`config.mk`:
```
export PLATFORM = sky130hd
export DESIGN_NAME = wb_pack_sat
export DESIGN_NICKNAME = d
export VERILOG_FILES = /design/src/rtl/wb_pack_sat.sv
export SDC_FILE = /design/constraint.sdc
export NUM_CORES = 2
export LEC_CHECK = 0
export CAP_MARGIN = 30
export CORE_MARGIN = 1
export CORE_UTILIZATION = 50
export CTS_BUF_LIST = sky130_fd_sc_hd__clkbuf_4 sky130_fd_sc_hd__clkbuf_8
export DETAILED_ROUTE_END_ITERATION = 7
export GPL_ROUTABILITY_DRIVEN = 0
export PLACE_DENSITY = 0.74
export SLEW_MARGIN = 10
export SYNTH_ARGS = -nofsm -noshare
export SYNTH_HDL_FRONTEND = slang
export SYNTH_SLANG_ARGS = --single-unit
```
`constraint.sdc`:
```
create_clock -name clk -period 20 [get_ports clk]
set_input_delay 3 -clock clk [delete_from_list [all_inputs] [get_ports clk]]
set_output_delay 3 -clock clk [all_outputs]
set_load 0.05 [all_outputs]
```
`src/rtl/wb_pack_sat.sv`:
```
// wb_pack_sat: sums partial sums per channel, shifts, clamps, optional ReLU,
// packs LANES results per BRAM word and walks a row/stride address pattern.
module wb_pack_sat #(
  parameter int NUM_CH    = 2,
  parameter int NUM_TERMS = 5,
  parameter int IN_W      = 19,
  parameter int OUT_W     = 8,
  parameter int LANES     = 8,
  parameter int ADDR_W    = 12
) (
  input  logic                                clk,
  input  logic                                rst,
  input  logic                                start,
  input  logic [NUM_CH*ADDR_W-1:0]            base_addr,
  input  logic [ADDR_W-1:0]                   words_per_row,
  input  logic [ADDR_W-1:0]                   row_stride,
  input  logic [4:0]                          shift,
  input  logic                                relu_en,
  input  logic                                in_valid,
  output logic                                in_ready,
  input  logic [NUM_CH*NUM_TERMS*IN_W-1:0]    sum_in,
  input  logic                                flush,
  input  logic                                finish,
  output logic                                we,
  output logic [NUM_CH*ADDR_W-1:0]            addr,
  output logic [NUM_CH*LANES*OUT_W-1:0]       din,
  output logic                                busy,
  output logic                                done
);

  localparam int WW = LANES * OUT_W;
  localparam int SW = IN_W + $clog2(NUM_TERMS);
  localparam int LW = (LANES > 1) ? $clog2(LANES) : 1;
  localparam logic signed [SW-1:0] MAXV = SW'((1 << (OUT_W - 1)) - 1);
  localparam logic signed [SW-1:0] MINV = ~MAXV;
  localparam logic [LW-1:0] LAST_LANE = LW'(LANES - 1);

  typedef enum logic [2:0] {
    S_IDLE,
    S_RUN,
    S_DRAIN1,
    S_DRAIN2,
    S_FLUSH_WR,
    S_DONE
  } state_t;

  state_t state, state_nx;
  logic   is_fin;

  logic                     s1_valid;
  logic [NUM_CH*SW-1:0]     s1_sum;
  logic [NUM_CH*SW-1:0]     sum_nx;
  logic [NUM_CH*OUT_W-1:0]  lane_v;
  logic [NUM_CH*WW-1:0]     pack;
  logic [NUM_CH*WW-1:0]     pack_nx;
  logic [LW-1:0]            lane_cnt;
  logic                     full;

  logic [NUM_CH*ADDR_W-1:0] row_start;
  logic [NUM_CH*ADDR_W-1:0] cur_addr;
  logic [ADDR_W-1:0]        word_cnt;

  logic accept;
  logic start_acc;
  logic wr_part;
  logic do_wr;
  logic row_adv;
  logic norm_adv;
  logic last_word;

  assign in_ready  = (state == S_RUN);
  assign busy      = (state != S_IDLE) && (state != S_DONE);
  assign done      = (state == S_DONE);
  assign accept    = in_valid & in_ready;
  assign start_acc = start && ((state == S_IDLE) || (state == S_DONE));

  // Partial word only closes at the end of DRAIN2, once the pipe is empty.
  assign wr_part   = (state == S_DRAIN2) && !full && (lane_cnt != '0);
  assign do_wr     = full || wr_part;
  assign row_adv   = (state == S_DRAIN2) && (wr_part || !is_fin);
  assign norm_adv  = full && !row_adv;
  assign last_word = (word_cnt >= words_per_row - 1'b1);

  always_ff @(posedge clk or posedge rst) begin
    if (rst) begin
      state  <= S_IDLE;
      is_fin <= 1'b0;
    end else begin
      state <= state_nx;
      if (state == S_RUN && (flush || finish))
        is_fin <= finish;
    end
  end

  always_comb begin
    state_nx = state;
    unique case (state)
      S_IDLE:     if (start) state_nx = S_RUN;
      S_RUN:      if (flush || finish) state_nx = S_DRAIN1;
      S_DRAIN1:   state_nx = S_DRAIN2;
      S_DRAIN2:   state_nx = S_FLUSH_WR;
      S_FLUSH_WR: state_nx = is_fin ? S_DONE : S_RUN;
      S_DONE:     if (start) state_nx = S_RUN;
      default:    state_nx = S_IDLE;
    endcase
  end

  always_comb begin
    sum_nx = '0;
    for (int c = 0; c < NUM_CH; c++)
      for (int t = 0; t < NUM_TERMS; t++)
        sum_nx[c*SW +: SW] = sum_nx[c*SW +: SW]
          + SW'($signed(sum_in[(c*NUM_TERMS+t)*IN_W +: IN_W]));
  end

  always_comb begin
    logic signed [SW-1:0] v;
    v      = '0;
    lane_v = '0;
    for (int c = 0; c < NUM_CH; c++) begin
      v = $signed(s1_sum[c*SW +: SW]) >>> shift;
      if (v > MAXV)
        v = MAXV;
      else if (v < MINV)
        v = MINV;
      if (relu_en && v < 0)
        v = '0;
      lane_v[c*OUT_W +: OUT_W] = v[OUT_W-1:0];
    end
  end

  // A full word leaves on this edge, so the next lane 0 lands in a clean word.
  always_comb begin
    pack_nx = (full || wr_part) ? '0 : pack;
    if (s1_valid)
      for (int c = 0; c < NUM_CH; c++)
        pack_nx[c*WW + WW - 1 - int'(lane_cnt)*OUT_W -: OUT_W] =
          lane_v[c*OUT_W +: OUT_W];
  end

  always_ff @(posedge clk or posedge rst) begin
    if (rst) begin
      s1_valid <= 1'b0;
      s1_sum   <= '0;
      pack     <= '0;
      lane_cnt <= '0;
      full     <= 1'b0;
      we       <= 1'b0;
      addr     <= '0;
      din      <= '0;
    end else begin
      s1_valid <= accept;
      if (accept)
        s1_sum <= sum_nx;
      we <= do_wr;
      if (do_wr) begin
        din  <= pack;
        addr <= cur_addr;
      end
      if (start_acc) begin
        pack     <= '0;
        lane_cnt <= '0;
        full     <= 1'b0;
      end else begin
        pack <= pack_nx;
        full <= s1_valid && (lane_cnt == LAST_LANE);
        if (s1_valid)
          lane_cnt <= (lane_cnt == LAST_LANE) ? '0 : lane_cnt + 1'b1;
        else if (wr_part)
          lane_cnt <= '0;
      end
    end
  end

  always_ff @(posedge clk or posedge rst) begin
    if (rst) begin
      row_start <= '0;
      cur_addr  <= '0;
      word_cnt  <= '0;
    end else if (start_acc) begin
      row_start <= base_addr;
      cur_addr  <= base_addr;
      word_cnt  <= '0;
    end else if (row_adv || (norm_adv && last_word)) begin
      for (int c = 0; c < NUM_CH; c++) begin
        row_start[c*ADDR_W +: ADDR_W] <=
          row_start[c*ADDR_W +: ADDR_W] + row_stride;
        cur_addr[c*ADDR_W +: ADDR_W] <=
          row_start[c*ADDR_W +: ADDR_W] + row_stride;
      end
      word_cnt <= '0;
    end else if (norm_adv) begin
      for (int c = 0; c < NUM_CH; c++)
        cur_addr[c*ADDR_W +: ADDR_W] <=
          cur_addr[c*ADDR_W +: ADDR_W] + 1'b1;
      word_cnt <= word_cnt + 1'b1;
    end
  end

endmodule
```
==> results.yml <==
timing:
  hold_viol: 0
  post-route-period-util: 0.352
  setup_violations: 0
  worst_hold_slack_ns: 0.465
  fmax_mhz: 142
  tns_ns: 0
  slew_violations: 0
  fin_skew_ns: 0.0284
  worst_slew_pin_slew_ns: 1.09
  slew_headroom: 0.273
  grt_setup_unrepaired: "false"
  period_minus_slack_ns: 7.04
  setup_ws_ns: 12.96
synthesis:
  synth_area_leaders: "dfrtp_1 40%, nand2_1 11%, fa_1 9.8%, ha_1 4.6%, a21oi_1 3.9%"
  async_flop_share: 1.00
  yosys.area.top_type: "dfrtp_1"
  yosysMostFrequentCell: "nand2_1"
  synth_ff_type: "dfrtp_1"
  syn_area_per_cell_sq_um: 9.29
  netlist_instances: 2635
  yosys-top-cells-count: "742 x nand2_1, 394 x dfrtp_1, 193 x a21oi_1, 153 x o21ai_0, 120 x fa_1"
  synth-edff-count: 0
  syn-cell-area_sq_um: 24500
  syn_nets: 3095
  synth_seq_cells: 394
  synth_top_area_share: 0.403
  ys_types: 72
  ys_seq_area_frac: 0.403
  ys_warn_count: 0
clock_tree:
  cts_tree: "built"
  clkTransAtPathRegs_ns: 0.06
  holdBufCountCts: 0
  cts_buffer_depth: 3
  cts_root_buffer: "clkbuf_8"
  post_cts_buffers: 0
  post_cts_resized: 0
  clock_sinks: 394
  htree_levels: 3
  clk_latency_ns: 0.63
  cts_made_buffers: 68
die:
  io_pins: 406
  die_x_um: 223
  start_util: 0.509
  die_area_sq_um: 49800
  coreArea_sq_um: 48000
  fp.dieH_um: 223
  std_cell_rows: 80
global_routing:
  grt_max_degree: 130
  grt_usage: 0.275
  antenna_found_initial: 2
  grt_pass1_vias: 21712
  grt_overflow: 0
  grt_pass1_wl_um: 111000
finish:
  area_growth_pct: 25.0
  layout.nets: 3469
  final_area_sq_um: 30600
  nFillCells: 3959
  drive_above_1_share: 0.0723
critical_path:
  end_kind: "flip-flop"
  path_buf_inv: 3
  r2r-start: "lane_cnt[1]"
  critPathLaunch: "shift[2]"
  rr_worst_depth: 11
  cp-start-kind: "primary input"
  crit_type: "in2reg"
  r2r-end: "pack[5]"
  cpMaxStageDelayCell: "o21ai_1"
  endpoint: "pack[27]"
  cp.depth: 15
  worstPathArrival_ns: 7.58
  cp_slowest_stage_delay_ns: 0.69
  required_ns: 20.54
  cp_top_family: "simple AND/OR/NAND/NOR gates"
  crit_chain: "buf_2 -> buf_4 -> clkinv_1 -> a21oi_1 -> a21oi_1 -> or4_1 -> or4_1 -> nor3_1 -> o21ai_0 -> ha_1 -> nor2b_1 -> o21ai_0 -> o21ai_1 -> a31oi_1 -> nor3_1"
  path_max_fanout: 54
  r2r_setup_slack_ns: 15.66
place:
  portBuffers: 405
  dpl.hpwl_um: 49300
  place_ws_ns: 12.40
  place_area_sq_um: 29000
pwr:
  ir_worst_vdd_v: 0.0000551
  p_leak_nw: 13.8
  powerDensity_nw_per_um2: 136
drt:
  vias: 21429
  drc: 0
  ant_nets: 0
  routed_wl_um: 67800
  drt_iter0_markers: 1763
  wl_per_cell_um: 18.5
  via_per_inst: 5.84
  dr.pass1.iters: 5
job:
  max_cap_viol_count: 0
hold_path:
  hold_class: "reg2reg"
  whs_path_depth: 2
status:
  outcome: "finished, final reports clean"
## worst min-delay path by stage
stage	from	endpoint	slack [ns]
6_report	din[43]	din[43]	0.46
5_1_grt	din[1]	din[1]	0.48
4_1_cts	addr[9]	addr[9]	0.47
3_5_place_dp	addr[9]	addr[9]	0.46
3_3_place_gp	addr[11]	addr[11]	0.45
2_1_floorplan	s1_sum[0]	s1_sum[0]	0.44
## flip-flops by register name, indices dropped and copies added (netlist names), 12 cells and up
name and cells:
pack 128, word_cnt 12, din 128, cur_addr 24
addr 24, s1_sum 44, row_start 24
## layer usage
| layer | share of wire | track usage | up-vias |
|---|---|---|---|
| li1 | - | - | 9928 |
| met1 | 0.41 | 0.350 | 10442 |
| met2 | 0.49 | 0.465 | 891 |
| met3 | 0.066 | 0.0458 | 166 |
| met4 | 0.036 | 0.119 | 2 |
| met5 | 0.00019 | 0 | - |
## through the flow
stage | instances | utilization | power, mW
6_report | 3672 | 0.637 | 4.16
3_3_place_gp | 3540 | 0.602 | 3.29
4_1_cts | 3663 | 0.633 | 4.15
3_5_place_dp | 3547 | 0.604 | 3.37
2_1_floorplan | 2635 | - | 2.70
5_1_grt | 3670 | 0.637 | 4.45
## tightest hold or removal path, delay by kind of cell (launching register included)
kind / cells / cell delay, ns
flops: 1 / 0.34
simple gates: 2 / 0.10
## cells in the final DEF, fill, tap and decap left out, types with 21 or more instances in the layout
cell | synthesis | final
inv_1 | 52 | 50
a21o_1 | 24 | 24
dfrtp_1 | 394 | 394
a31oi_1 | 40 | 40
fa_1 | 120 | 120
clkbuf_4 | 0 | 21
xnor2_1 | 44 | 44
nor2_1 | 115 | 112
o211ai_1 | 21 | 21
a21oi_1 | 193 | 192
nor3_1 | 47 | 47
o31ai_1 | 24 | 24
a22o_1 | 23 | 23
nand2_1 | 742 | 741
nand3_1 | 33 | 33
and3_1 | 21 | 21
o21ai_0 | 153 | 153
clkdlybuf4s50_1 | 0 | 402
clkbuf_8 | 0 | 86
buf_4 | 6 | 23
mux4_2 | 36 | 36
mux2i_1 | 50 | 50
xor2_1 | 33 | 33
ha_1 | 90 | 90
## area by class of cell
| type | instances | area (sq um) | area share |
|---|---|---|---|
| Tap cell | 615 | 769 | 0.0252 |
| Antenna cell | 2 | 5.00 | 0.000164 |
| Clock buffer | 107 | 1340 | 0.0438 |
| Sequential cell | 394 | 9860 | 0.322 |
| Timing Repair Buffer | 440 | 4420 | 0.144 |
| Inverter | 54 | 213 | 0.00695 |
| Clock inverter | 9 | 90.1 | 0.00294 |
| Multi-Input combinational cell | 2051 | 13900 | 0.454 |
## where the power goes
group,internal [mW],leakage (nW),total (mW),switching [mW]
logic,0.818,7.86,2.17,1.35
registers,1.01,5.20,1.22,0.210
clock network,0.438,0.748,0.765,0.327
total,2.27,13.8,4.16,1.89
## kinds of logic after synthesis
family	share of synthesized area
AOI/OAI and AO/OA	0.153
muxes	0.0591
xor gates and xnor gates	0.0276
buffers and inverters	0.0309
and+or+nand+nor	0.183
adders and majority gates	0.144
DFF	0.403
(Power assumes the default switching activity.)
